`src/rtl/hazard_stall_ctrl.sv`:
```
// hazard_stall_ctrl: pipeline control for the 5-stage core.
// Decides each cycle whether PC, IF/ID, ID/EX and the back end advance,
// stall, bubble or flush, and sequences multi-cycle data-memory waits
// (RUN -> MEM_WAIT -> RUN, or ERR on timeout).
// Optional build macro HAZARD_PERF_EN adds saturating performance counters.
// CNT_W must satisfy 2**CNT_W > MAX_WAIT.
module hazard_stall_ctrl #(
    parameter int MAX_WAIT = 16,
    parameter int CNT_W    = 5
) (
    input  logic        clk_i,
    input  logic        rst_i,
    input  logic        idex_memread_i,
    input  logic [4:0]  idex_rd_i,
    input  logic [4:0]  ifid_rs1_i,
    input  logic [4:0]  ifid_rs2_i,
    input  logic        ifid_uses_rs2_i,
    input  logic        branch_taken_i,
    input  logic        mem_req_i,
    input  logic        mem_ready_i,
    output logic        pc_write_o,
    output logic        ifid_write_o,
    output logic        ifid_flush_o,
    output logic        idex_bubble_o,
    output logic        pipe_hold_o,
    output logic        err_o,
    output logic [1:0]  state_o
`ifdef HAZARD_PERF_EN
    ,
    output logic [31:0] stall_cnt_o,
    output logic [31:0] flush_cnt_o,
    output logic [31:0] memwait_cnt_o
`endif
);

    typedef enum logic [1:0] {
        ST_RUN  = 2'd0,
        ST_WAIT = 2'd1,
        ST_ERR  = 2'd2
    } state_e;

    // One bundle of per-cycle pipeline control decisions.
    typedef struct packed {
        logic pc_write;
        logic ifid_write;
        logic ifid_flush;
        logic idex_bubble;
        logic pipe_hold;
    } ctrl_t;

    localparam ctrl_t CTRL_NORMAL = '{pc_write: 1'b1, ifid_write: 1'b1, ifid_flush: 1'b0,
                                      idex_bubble: 1'b0, pipe_hold: 1'b0};
    localparam ctrl_t CTRL_LUH    = '{pc_write: 1'b0, ifid_write: 1'b0, ifid_flush: 1'b0,
                                      idex_bubble: 1'b1, pipe_hold: 1'b0};
    localparam ctrl_t CTRL_BRANCH = '{pc_write: 1'b1, ifid_write: 1'b1, ifid_flush: 1'b1,
                                      idex_bubble: 1'b0, pipe_hold: 1'b0};
    localparam ctrl_t CTRL_FREEZE = '{pc_write: 1'b0, ifid_write: 1'b0, ifid_flush: 1'b0,
                                      idex_bubble: 1'b0, pipe_hold: 1'b1};
    localparam ctrl_t CTRL_RESET  = '{pc_write: 1'b0, ifid_write: 1'b0, ifid_flush: 1'b1,
                                      idex_bubble: 1'b1, pipe_hold: 1'b0};

    localparam logic [CNT_W-1:0] WAIT_LAST = CNT_W'(MAX_WAIT - 1);
    localparam logic [CNT_W-1:0] CNT_ONE   = CNT_W'(1);

    state_e           state, state_nxt;
    logic [CNT_W-1:0] wait_cnt, wait_cnt_nxt;
    logic             err, err_nxt;
    logic             luh, mst;
    ctrl_t            id_ctrl, ctrl;

    // Hazard detection; x0 never creates a dependency.
    always_comb begin
        luh = idex_memread_i && (idex_rd_i != 5'd0) &&
              ((idex_rd_i == ifid_rs1_i) ||
               (ifid_uses_rs2_i && (idex_rd_i == ifid_rs2_i)));
        mst = mem_req_i && !mem_ready_i;
    end

    // ID-stage decision ignoring memory stalls: a load-use stall suppresses
    // the branch flush because the branch re-resolves with forwarded data.
    always_comb begin
        id_ctrl = CTRL_NORMAL;
        if (luh)
            id_ctrl = CTRL_LUH;
        else if (branch_taken_i)
            id_ctrl = CTRL_BRANCH;
    end

    // Next-state and output decode; reset forces the flush/bubble pattern.
    always_comb begin
        state_nxt    = state;
        wait_cnt_nxt = wait_cnt;
        err_nxt      = err;
        ctrl         = CTRL_NORMAL;
        case (state)
            ST_RUN: begin
                if (mst) begin
                    ctrl         = CTRL_FREEZE;
                    state_nxt    = ST_WAIT;
                    wait_cnt_nxt = CNT_ONE;
                end else begin
                    ctrl = id_ctrl;
                end
            end
            ST_WAIT: begin
                if (mem_ready_i) begin
                    ctrl         = id_ctrl;
                    state_nxt    = ST_RUN;
                    wait_cnt_nxt = '0;
                end else begin
                    ctrl         = CTRL_FREEZE;
                    wait_cnt_nxt = wait_cnt + CNT_ONE;
                    if (wait_cnt == WAIT_LAST) begin
                        state_nxt = ST_ERR;
                        err_nxt   = 1'b1;
                    end
                end
            end
            default: begin
                // ERR and the unused encoding: frozen until reset.
                ctrl      = CTRL_FREEZE;
                state_nxt = ST_ERR;
                err_nxt   = 1'b1;
            end
        endcase
        if (!rst_i)
            ctrl = CTRL_RESET;
    end

    // State, wait counter and sticky error register.
    always_ff @(posedge clk_i) begin
        if (!rst_i) begin
            state    <= ST_RUN;
            wait_cnt <= '0;
            err      <= 1'b0;
        end else begin
            state    <= state_nxt;
            wait_cnt <= wait_cnt_nxt;
            err      <= err_nxt;
        end
    end

    assign pc_write_o    = ctrl.pc_write;
    assign ifid_write_o  = ctrl.ifid_write;
    assign ifid_flush_o  = ctrl.ifid_flush;
    assign idex_bubble_o = ctrl.idex_bubble;
    assign pipe_hold_o   = ctrl.pipe_hold;
    assign err_o         = err;
    assign state_o       = state;

`ifdef HAZARD_PERF_EN
    logic luh_applied;
    logic memwait_cyc;

    // A load-use stall is applied only when the ID decision reaches the outputs.
    always_comb begin
        luh_applied = luh && (((state == ST_RUN) && !mst) ||
                              ((state == ST_WAIT) && mem_ready_i));
        memwait_cyc = (state == ST_WAIT) && !mem_ready_i;
    end

    // Saturating event counters; reset clears them, so reset cycles never count.
    always_ff @(posedge clk_i) begin
        if (!rst_i) begin
            stall_cnt_o   <= '0;
            flush_cnt_o   <= '0;
            memwait_cnt_o <= '0;
        end else begin
            if (luh_applied && (stall_cnt_o != '1))
                stall_cnt_o <= stall_cnt_o + 32'd1;
            if (ctrl.ifid_flush && (flush_cnt_o != '1))
                flush_cnt_o <= flush_cnt_o + 32'd1;
            if (memwait_cyc && (memwait_cnt_o != '1))
                memwait_cnt_o <= memwait_cnt_o + 32'd1;
        end
    end
`endif

endmodule
```
`config.mk`:
```
export PLATFORM = sky130hd
export DESIGN_NAME = hazard_stall_ctrl
export DESIGN_NICKNAME = d
export VERILOG_FILES = /design/src/rtl/hazard_stall_ctrl.sv
export SDC_FILE = /design/constraint.sdc
export NUM_CORES = 1
export LEC_CHECK = 0
export ABC_AREA = 1
export BUFFER_PORTS_ARGS = -buffer_cell sky130_fd_sc_hd__clkbuf_2
export CORE_UTILIZATION = 35
export DETAILED_ROUTE_END_ITERATION = 16
export GPL_ROUTABILITY_DRIVEN = 0
export PLACE_DENSITY_LB_ADDON = 0.08
export SKIP_CTS_REPAIR_TIMING = 1
export SYNTH_ARGS = -nofsm -noshare
export SYNTH_HDL_FRONTEND = slang
export SYNTH_SLANG_ARGS = --single-unit
```
`constraint.sdc`:
```
create_clock -name clk_i -period 2.3 [get_ports clk_i]
set_input_delay 0.345 -clock clk_i [delete_from_list [all_inputs] [get_ports clk_i]]
set_output_delay 0.345 -clock clk_i [all_outputs]
set_load 0.02 [all_outputs]
```
==> results.py <==
metrics = {
    "detailed_routing": {
        "drt_pass1_iterations": 4,
        "wl_per_cell_um": 8.21,
        "wirelength_um": 1410,
        "drc": 0,
        "antenna_left": 0,
        "drt_iter0_markers": 10,
        "viasPerCell": 4.23,
        "dr_total_vias": 728,
    },
    "power": {
        "totalPowerFinal_uw": 351,
        "power_frac_seq_pct": 41.2,
        "ir_drop_mv": 0.260,
        "p_leak_nw": 0.504,
        "power.density_nw_per_um2": 412,
        "comb_power_share_pct": 27.4,
        "power.switching_uw": 110,
        "p_int_uw": 241,
        "clkPwrFrac_pct": 31.4,
        "p_sw_share_pct": 31.4,
    },
    "synth": {
        "seq_area_frac_synth_pct": 24.3,
        "syn_inst": 116,
        "synth_area_per_cell_um2": 5.68,
        "yosys.area.top_type": "dfxtp_1",
        "synth_top_flop_cell": "dfxtp_1",
        "syn_area_um2": 659,
        "synthTopCellsByCount": "37 x nand2_1, 25 x inv_1, 19 x nor2_1",
        "synth.most_common_cell": "nand2_1",
        "synth-warning-count": 0,
        "ys_types": 21,
        "synth_top_cell_area_share_pct": 24.3,
        "synth_nets": 140,
        "yosys-top-cells-area": "dfxtp_1 24%, nand2_1 21%, inv_1 14%",
        "async_reset_ff_share_pct": 0,
        "synth_edf_count": 0,
        "synth-seq-cells": 8,
    },
    "setup_path": {
        "critPathMaxFanout": 5,
        "crit_chain": "inv_1 > nand2_2 > nor2_4 > nor2_2 > nand2_2 > nor2_2 > nand2_1 > nand2_1 > clkbuf_2",
        "worstSetupPathType": "reg2out",
        "cp.arrival_ps": 1470,
        "crit_family": "simple AND/OR/NAND/NOR gates",
        "critPathRequiredTime_ps": 1960,
        "slowest_delay_ps": 420,
        "crit_buf_inv": 2,
        "start_kind": "register",
        "slowest_stage": "dfxtp_1",
        "worstSetupEndpointType": "primary output",
    },
    "grt": {
        "grt_start_max_net_pins": 8,
        "track_usage_pct": 17.0,
        "grt_overflow": 0,
        "grt_pass1_wl_um": 2470,
        "grt_pass1_vias": 611,
        "antenna_found_initial": 0,
    },
    "sta": {
        "slew_headroom_pct": 86.4,
        "rsz0062_at_grt": "no",
        "maxSlewViolCount": 0,
        "finalCriticalPeriod_ps": 1810,
        "worst_pin_slew_ps": 204,
        "fin_skew_ps": 4.93,
        "fmax_mhz": 552,
        "finalSetupTns_ps": 0,
        "fin_crit_sh_pct": 78.8,
        "hold_viol_final": 0,
        "setup_viol": 0,
        "final.setup.worst_slack_ps": 488,
    },
    "clock_network": {
        "clockBufferDepth": 2,
        "cts.clk_slew.worst_paths_ps": 60,
        "cts_made_buffers": 3,
        "numClockSinks": 8,
        "clk_latency_ps": 260,
        "htree_num_levels": 1,
        "cts_tree": "built",
        "clock-root-buffer": "clkbuf_4",
    },
    "final_layout": {
        "fin_util_pct": 48.7,
        "layout-drive-gt1-share_pct": 29.3,
        "multi_input_area_um2": 394,
        "diodes": 0,
        "nets": 173,
        "nFillCells": 190,
        "areaGrowthSynthToFinish_pct": 29.0,
        "ff_latch_area_um2": 160,
    },
    "run": {
        "timing.max_cap.violations": 0,
    },
    "die": {
        "core_um2": 1750,
        "die_x_um": 45.4,
        "die_h_um": 45.4,
        "rows": 15,
        "initial_core_util_pct": 37.8,
        "die-area_um2": 2060,
        "boundaryPins": 30,
    },
    "placement": {
        "place_ws_ps": 647,
        "hpwl_um": 1220,
        "portBuffers": 29,
    },
    "worst_hold_path": {
        "hold_class": "in2reg",
    },
    "run_status": {
        "status": "finished, final reports clean",
    },
}
## metal layers
metal / vias up / wire, um / GRT usage (%)
met4: 0 / 16 / 5.45
met3: 5 / 105 / 7.14
met1: 290 / 729 / 23.2
met2: 22 / 560 / 23.7
met5: - / 0 / 0
li1: 411 / - / -
## area by class of cell
type,count,area share (%)
flip-flops and latches,8,18.8
clock buffers,3,2.65
well taps,25,3.68
repair buffers,29,17.1
multi-input cells,81,46.3
inverters,26,11.5
## stage by stage
step,instances,area [um^2],hold slack (ps)
floorplan,116,659,459
global placement,169,828,442
detailed placement,169,828,443
CTS,172,851,370
global route,172,851,379
finish,172,851,384
## cell usage in the layout (no fill, tap or decap)
cell type,instances
a22oi_1,1
nor2_1,19
dfxtp_1,8
nand2_2,4
inv_1,25
nor2_4,1
ha_1,2
nand2_1,37
clkbuf_2,29
o21ai_0,2
o21bai_1,1
nor3b_2,1
o21ai_2,1
a21oi_1,4
nand3_1,2
nor2_2,2
inv_2,1
clkbuf_4,3
xnor2_1,1
o221a_2,1
o21a_1,1
nand4_1,1
## power by group through the flow
stage          clock network, mW  logic [mW]  registers [mW]
4_1_cts                    0.117      0.0970           0.144
3_5_place_dp                   0      0.0967           0.147
6_report                   0.110      0.0960           0.145
5_1_grt                    0.123       0.110           0.145
3_3_place_gp                   0      0.0956           0.147
2_1_floorplan                  0      0.0593           0.148
## final timing paths
kind,startpoint,endpoint,slack (ps),cells after the start
worst min-delay path,rst_i,wait_cnt[0],380,2
worst min register to register,err_o,err_o,450,2
worst max-delay path,state_o[1],ifid_flush_o,490,9
worst max register to register,wait_cnt[0],wait_cnt[4],1030,7
## state kept, by name, indices dropped and copies added, names as in the netlist
signal and count:
state_o 2, wait_cnt 5, err_o 1
## cell families after synthesis
family	count (synthesis)	share of synthesized area (%)
adders and majority gates	2	3.79
and+or+nand+nor	67	43.6
DFF	8	24.3
AOI/OAI and AO/OA	11	11.0
xor gates and xnor gates	1	1.33
buffers and inverters	27	15.9
No activity file was read; power rests on OpenSTA's default activity.
